## config.mk

```make
export PLATFORM = sky130hd
export DESIGN_NAME = rsa_modexp_engine
export DESIGN_NICKNAME = d
export VERILOG_FILES = /design/src/rtl/rsa_pkg.sv /design/src/rtl/mont_mult.sv /design/src/rtl/rsa_modexp_engine.sv
export SDC_FILE = /design/constraint.sdc
export NUM_CORES = 1
export LEC_CHECK = 0
export CORE_ASPECT_RATIO = 1.75
export CORE_UTILIZATION = 50
export CTS_BUF_LIST = sky130_fd_sc_hd__clkbuf_8
export DETAILED_ROUTE_END_ITERATION = 8
export PLACE_DENSITY = 0.77
export SLEW_MARGIN = 40
export SYNTH_ARGS = -nofsm -noshare
export SYNTH_HDL_FRONTEND = slang
export SYNTH_SLANG_ARGS = --single-unit
```

## constraint.sdc

```tcl
create_clock -name clk -period 10.5 [get_ports clk]
set_clock_uncertainty 0.15 [all_clocks]
set_input_delay 2.1 -clock clk [delete_from_list [all_inputs] [get_ports clk]]
set_output_delay 2.1 -clock clk [all_outputs]
set_load 0.05 [all_outputs]
```

## src/rtl/rsa_pkg.sv

```systemverilog
// Shared definitions for the RSA modular exponentiation engine:
// legal width range and the sequencer state encoding.
package rsa_pkg;

  localparam int WIDTH_MIN = 4;
  localparam int WIDTH_MAX = 64;

  typedef enum logic [2:0] {
    IDLE,
    PRE_M,
    PRE_X,
    SQUARE,
    MULT,
    POST,
    DONE
  } state_t;

  // States in which a Montgomery multiplication is in flight
  function automatic logic is_compute(input state_t s);
    return (s == PRE_M) || (s == PRE_X) || (s == SQUARE) || (s == MULT) || (s == POST);
  endfunction

endpackage

```

## src/rtl/mont_mult.sv

```systemverilog
// Radix-2 Montgomery multiplier: R = A*B*2^-WIDTH mod P in WIDTH+1 cycles.
// The start cycle already consumes bit 0 of A; the final cycle is the conditional subtract.
module mont_mult #(
  parameter int WIDTH = 8
) (
  input  logic             clk,
  input  logic             rstb,
  input  logic             ena,
  input  logic             start,
  input  logic             abort,
  input  logic [WIDTH-1:0] A,
  input  logic [WIDTH-1:0] B,
  input  logic [WIDTH-1:0] P,
  output logic             done,
  output logic [WIDTH-1:0] R
);

  localparam int CW = $clog2(WIDTH + 1);

  logic [WIDTH+1:0] t;
  logic [WIDTH-1:0] a_sh;
  logic [WIDTH-1:0] b_op;
  logic [WIDTH-1:0] p_op;
  logic [CW-1:0]    cnt;
  logic             active;

  logic [WIDTH+1:0] t_in;
  logic [WIDTH+1:0] sum;
  logic [WIDTH+1:0] t_step;
  logic [WIDTH+1:0] t_sub;
  logic [WIDTH-1:0] b_sel;
  logic [WIDTH-1:0] p_sel;
  logic             a_bit;

  // One accumulate/halve step; on start the operands come straight from the ports with T=0
  always_comb begin
    t_in  = start ? '0 : t;
    a_bit = start ? A[0] : a_sh[0];
    b_sel = start ? B : b_op;
    p_sel = start ? P : p_op;
    sum   = t_in + (a_bit ? {2'b00, b_sel} : '0);
    if (sum[0]) begin
      sum = sum + {2'b00, p_sel};
    end
    t_step = sum >> 1;
    t_sub  = t - {2'b00, p_op};
    done   = active && (cnt == CW'(WIDTH));
  end

  always_ff @(posedge clk or negedge rstb) begin
    if (!rstb) begin
      t      <= '0;
      a_sh   <= '0;
      b_op   <= '0;
      p_op   <= '0;
      cnt    <= '0;
      active <= 1'b0;
      R      <= '0;
    end else if (ena) begin
      if (abort) begin
        active <= 1'b0;
      end else if (start) begin
        t      <= t_step;
        a_sh   <= A >> 1;
        b_op   <= B;
        p_op   <= P;
        cnt    <= CW'(1);
        active <= 1'b1;
      end else if (active) begin
        if (cnt == CW'(WIDTH)) begin
          R      <= (t >= {2'b00, p_op}) ? t_sub[WIDTH-1:0] : t[WIDTH-1:0];
          active <= 1'b0;
        end else begin
          t    <= t_step;
          a_sh <= a_sh >> 1;
          cnt  <= cnt + CW'(1);
        end
      end
    end
  end

endmodule

```

## src/rtl/rsa_modexp_engine.sv

```systemverilog
// Computes C = M^E mod P by left-to-right square-and-multiply in the Montgomery
// domain, sequencing a single shared mont_mult instance.
module rsa_modexp_engine
  import rsa_pkg::*;
#(
  parameter int WIDTH = 8
) (
  input  logic             clk,
  input  logic             rstb,
  input  logic             ena,
  input  logic             start,
  input  logic             stop,
  input  logic             irq_clr,
  input  logic [WIDTH-1:0] P,
  input  logic [WIDTH-1:0] E,
  input  logic [WIDTH-1:0] M,
  input  logic [WIDTH-1:0] Const,
  output logic [WIDTH-1:0] C,
  output logic             busy,
  output logic             eoc,
  output logic             err,
  output logic             irq
);

  localparam int IW = (WIDTH > 1) ? $clog2(WIDTH) : 1;

  state_t state, state_next;

  logic [WIDTH-1:0] p_reg, e_reg, cst_reg, mbar, c_reg, c_done;
  logic [IW-1:0]    idx;
  logic             err_reg, irq_reg, mm_go;
  logic             bad_ops;

  logic             mm_start, mm_abort, mm_done;
  logic [WIDTH-1:0] mm_a, mm_b, mm_p, mm_r;

  assign bad_ops  = !P[0] || (P < WIDTH'(3)) || (M >= P);
  assign mm_abort = ena && stop && is_compute(state);

  mont_mult #(.WIDTH(WIDTH)) u_mm (
    .clk   (clk),
    .rstb  (rstb),
    .ena   (ena),
    .start (mm_start),
    .abort (mm_abort),
    .A     (mm_a),
    .B     (mm_b),
    .P     (mm_p),
    .done  (mm_done),
    .R     (mm_r)
  );

  always_ff @(posedge clk or negedge rstb) begin
    if (!rstb) begin
      state <= IDLE;
    end else if (ena) begin
      state <= state_next;
    end
  end

  // Exponent bits are consumed MSB first; a 1 bit adds a MULT after its SQUARE
  always_comb begin
    state_next = state;
    case (state)
      IDLE:    if (start && !stop) state_next = bad_ops ? DONE : PRE_M;
      PRE_M:   if (mm_done) state_next = PRE_X;
      PRE_X:   if (mm_done) state_next = SQUARE;
      SQUARE:  if (mm_done) state_next = e_reg[idx] ? MULT : ((idx == '0) ? POST : SQUARE);
      MULT:    if (mm_done) state_next = (idx == '0) ? POST : SQUARE;
      POST:    if (mm_done) state_next = DONE;
      DONE:    state_next = IDLE;
      default: state_next = IDLE;
    endcase
    if (stop && is_compute(state)) begin
      state_next = IDLE;
    end
  end

  always_comb begin
    mm_start = 1'b0;
    mm_a     = mm_r;
    mm_b     = mm_r;
    mm_p     = p_reg;
    case (state)
      IDLE: begin
        mm_start = ena && start && !stop && !bad_ops;
        mm_a     = M;
        mm_b     = Const;
        mm_p     = P;
      end
      PRE_X: begin
        mm_start = ena && mm_go && !stop;
        mm_a     = WIDTH'(1);
        mm_b     = cst_reg;
      end
      SQUARE:  mm_start = ena && mm_go && !stop;
      MULT: begin
        mm_start = ena && mm_go && !stop;
        mm_b     = mbar;
      end
      POST: begin
        mm_start = ena && mm_go && !stop;
        mm_b     = WIDTH'(1);
      end
      default: ;
    endcase
    c_done = err_reg ? '0 : mm_r;
    busy   = (state != IDLE);
    eoc    = ena && (state == DONE);
    err    = err_reg;
    irq    = irq_reg;
    C      = (state == DONE) ? c_done : c_reg;
  end

  // Job operands and bookkeeping; Mbar is captured once PRE_M's result has settled in mm_r
  always_ff @(posedge clk or negedge rstb) begin
    if (!rstb) begin
      p_reg   <= '0;
      e_reg   <= '0;
      cst_reg <= '0;
      mbar    <= '0;
      c_reg   <= '0;
      idx     <= '0;
      err_reg <= 1'b0;
      irq_reg <= 1'b0;
      mm_go   <= 1'b0;
    end else if (ena) begin
      mm_go <= mm_done && is_compute(state_next);
      if (state == IDLE && start && !stop) begin
        p_reg   <= P;
        e_reg   <= E;
        cst_reg <= Const;
        idx     <= IW'(WIDTH - 1);
        if (bad_ops) begin
          err_reg <= 1'b1;
        end
      end
      if (state == PRE_X && mm_go) begin
        mbar <= mm_r;
      end
      if (mm_done && idx != '0 && ((state == SQUARE && !e_reg[idx]) || state == MULT)) begin
        idx <= idx - IW'(1);
      end
      if (state == POST && state_next == DONE) begin
        err_reg <= 1'b0;
      end
      if (state == DONE) begin
        c_reg <= c_done;
      end
      if (state_next == DONE && state != DONE) begin
        irq_reg <= 1'b1;
      end else if (irq_clr) begin
        irq_reg <= 1'b0;
      end
    end
  end

endmodule
```

==> impl_metrics.tcl <==
set metrics [dict create \
    area_growth_pct 12.22 \
    largest_reg_flops 9 \
    io_buffers 49 \
    clockBufferDepth 2 \
    cp-end-kind "flop" \
    initial_core_util_pct 51.19 \
    dr.pass1.iters 5 \
    dp_cells 856 \
    synth_top_family_by_area "simple AND/OR/NAND/NOR gates" \
    grt_pass1_vias 5183 \
    final_core_util_pct 57.45 \
    die_y_um 148.2 \
    routabilityCongestion 0.9222 \
    first_iter_violations 365 \
    post_cts_buffers 0 \
    antennaDiodeCount 0 \
    combPwrFrac_pct 53.5 \
    slew_violations 0 \
    cpPeakStageDelay_ps 630 \
    setup_viol 0 \
    synthSimpleGateAreaFrac_pct 19.29 \
    hold_violations 0 \
    cts_made_buffers 9 \
    cts_hold_buf 0 \
    p_int_w 0.0009465 \
    p_sw_share_pct 43.68 \
    path_cells "clkdlybuf4s50_1 -> inv_1 -> ha_1 -> nand3_1 -> nor3_1 -> a211oi_4 -> nor2_4 -> mux2i_1 -> nor2_1 -> ha_1 -> a21o_1 -> a21oi_1 -> o21bai_1 -> a211oi_1 -> a21oi_1 -> ha_1 -> a21boi_0 -> o21ai_0 -> nand2b_1 -> o311a_1 -> o211ai_1 -> or4b_1 -> nand4_1" \
    critical_path.startpoint_type "input pin" \
    postRouteAntennaNets 0 \
    switching_power_w 0.0007341 \
    maxCapViolations 0 \
    sequentialPowerShare_pct 33.2 \
    cts.clk_slew.worst_paths_ps 100 \
    critPathBufInv 2 \
    crit_arrival_ps 7870 \
    synth_compound_area_share_pct 16.79 \
    io_pins 50 \
    worst_pin_slew_ps 810.5 \
    finalCritPeriodShare_pct 73.47 \
    status "completed" \
    grt_max_degree 71 \
    synth.area.mux_share_pct 10.09 \
    clock-sinks 94 \
    dieArea_um2 12690 \
    antenna_found_initial 0 \
    syn_inst 699 \
    overflow 0 \
    synth_fa_ha_area_share_pct 8.149 \
    clkLatencyLatePin_ps 380 \
    htreeDepth 3 \
    slowest_stage "nor2_4" \
    seq_area_frac_synth_pct 38.49 \
    crit_family "simple AND/OR/NAND/NOR gates" \
    wire_per_inst_um 18.17 \
    core_um2 11940 \
    cp.required_ps 10660 \
    cts_resized 0 \
    fmax_ghz 0.1296 \
    synth_area_um2 6111 \
    ys_ff_latch 94 \
    min_period_ps 7715 \
    synthArstFlopShare_pct 100.0 \
    ir_drop_v 0.0001131 \
    syn_nets 775 \
    remaining_drc_errors 0 \
    synth_xor_area_share_pct 2.723 \
    slew_headroom_pct 45.77 \
    holdCritPathClass "flop to flop" \
    synth_edf_count 0 \
    cpMostUsedCell "ha_1" \
    nNetsFinal 806 \
    leakage_nw 3.143 \
    viasPerCell 5.968 \
    cts_tree "built" \
    layout.cells.non_filler 872 \
    synth_cell_types 56 \
    crit_type "input pin to flop" \
    regMostFlops "u_mm.t" \
    yosys_warnings 0 \
    num_rows 53 \
    wl_um 15850 \
    pwr_density_cell_nw_per_um2 245.1 \
    ys.flop_type "dfrtp_1" \
    root_buffer "clkbuf_8" \
    setup_tns_ps 0 \
    detailed_place_hpwl_um 12140 \
    path_max_fanout 39 \
    rsz0062_at_grt "false" \
    avgSynthCellArea_um2 8.742 \
    vias 5204 \
    drive_gt1_share_pct 8.027 \
    grt_usage_pct 26.56 \
    clock_power_share_pct 13.3 \
    die_x_um 85.57 \
    grt_pass1_wl_um 25920 \
]
==> layer usage <==
| layer | up-vias | share of wire (%) | track usage, % |
|---|---|---|---|
| met2 | 167 | 53 | 47.40 |
| met3 | 60 | 3.5 | 3.663 |
| met4 | 0 | 6.8 | 18.33 |
| met5 | - | 0 | 0 |
| li1 | 2492 | - | - |
| met1 | 2485 | 37 | 28.55 |
==> cell usage in the layout, fill, tap and decap left out, types with 12 or more instances in the layout <==
master	instances
o21ai_0	72
a31oi_1	13
nand2b_1	12
mux2i_1	29
nand3_1	12
nand2_1	110
dfrtp_1	92
a21oi_1	37
clkdlybuf4s50_1	48
nor2b_1	13
nor3_1	14
xnor2_1	14
inv_1	38
ha_1	35
nor2_1	48
mux2_2	25
==> power by group through the flow <==
stage	clock network, W	logic, W	registers (W)
2_1_floorplan	0	0.000680	0.000533
3_3_place_gp	0	0.000863	0.000560
3_5_place_dp	0	0.000888	0.000564
4_1_cts	0.000226	0.000894	0.000557
5_1_grt	0.000241	0.000998	0.000572
6_report	0.000224	0.000898	0.000558
==> synthesized netlist by cell type (all sizes together) (3+ instances only) <==
master	instances	area (µm²)
inv	37	138.9
nor3	15	75.07
a21o	4	30.03
mux2	25	281.5
o22ai	3	18.77
a21boi	5	37.54
dfrtp	94	2352
or2	4	25.02
a31oi	14	93.84
a22oi	3	22.52
and2	7	43.79
o211ai	5	37.54
o21ai	73	365.4
fa	3	60.06
o31ai	3	22.52
a211oi	9	80.08
nand2b	12	75.07
buf	5	27.52
nand3	12	60.06
a21oi	37	185.2
nor2	49	183.9
nand4	7	43.79
or3	4	25.02
xor2	5	43.79
nand2	110	412.9
nor3b	8	60.06
ha	35	437.9
mux2i	29	290.3
xnor2	14	122.6
nor2b	13	81.33
clkbuf	27	102.6
o21a	4	31.28
==> worst register-to-register path, delay by kind of cell (launching register included) <==
kind | cells | cell delay (ps)
and+or+nand+nor | 7 | 2350
DFF | 1 | 700
AOI/OAI and AO/OA | 10 | 1560
adders and majority gates | 2 | 710
muxes | 1 | 580
==> logic make-up after synthesis <==
logic type / Yosys count
multiplexers: 56
flip-flops: 94
adder cells (fa/ha/maj): 38
AO/OA/AOI/OAI: 171
buffers and inverters: 70
XOR/XNOR: 19
AND/OR/NAND/NOR: 251
==> final timing paths <==
check / start / end / slack [ps] / cells after the start
max in group asynchronous: rstb / state[1]$_DFFE_PN0P_ / 7770 / 2
min: c_reg[3]$_DFFE_PN0P_ / c_reg[3]$_DFFE_PN0P_ / 340 / 2
max reg2reg: state[1]$_DFFE_PN0P_ / u_mm.t[8]$_DFFE_PN0P_ / 4380 / 20
max: P[7] / u_mm.t[8]$_DFFE_PN0P_ / 2790 / 23
min reg2reg: c_reg[3]$_DFFE_PN0P_ / c_reg[3]$_DFFE_PN0P_ / 340 / 2
min in group asynchronous: rstb / mbar[2]$_DFFE_PN0P_ / 1460 / 1
==> per-stage QoR <==
| stage | power, W | setup slack, ps | cell area [µm²] | hold slack, ps |
|---|---|---|---|---|
| after floorplan | 0.001213 | 3575 | 6111 | 294.8 |
| after CTS | 0.001678 | 2879 | 6855 | 340.3 |
| final | 0.001681 | 2785 | 6858 | 336.2 |
| after detailed placement | 0.001452 | 2501 | 6679 | 320.2 |
| after global routing | 0.001811 | 2317 | 6858 | 362.7 |
| after global placement | 0.001423 | 2710 | 6670 | 308.5 |
==> final cells by class <==
cell class / instances / area [µm²]
multi-input cells: 535 / 3498
well taps: 137 / 171.4
fillers: 1046 / 5079
clock buffers: 10 / 137.6
inverters: 38 / 142.6
clock inverters: 6 / 38.79
repair buffers: 52 / 514.2
flip-flops and latches: 94 / 2355
Power figures use the tool's default switching activity.
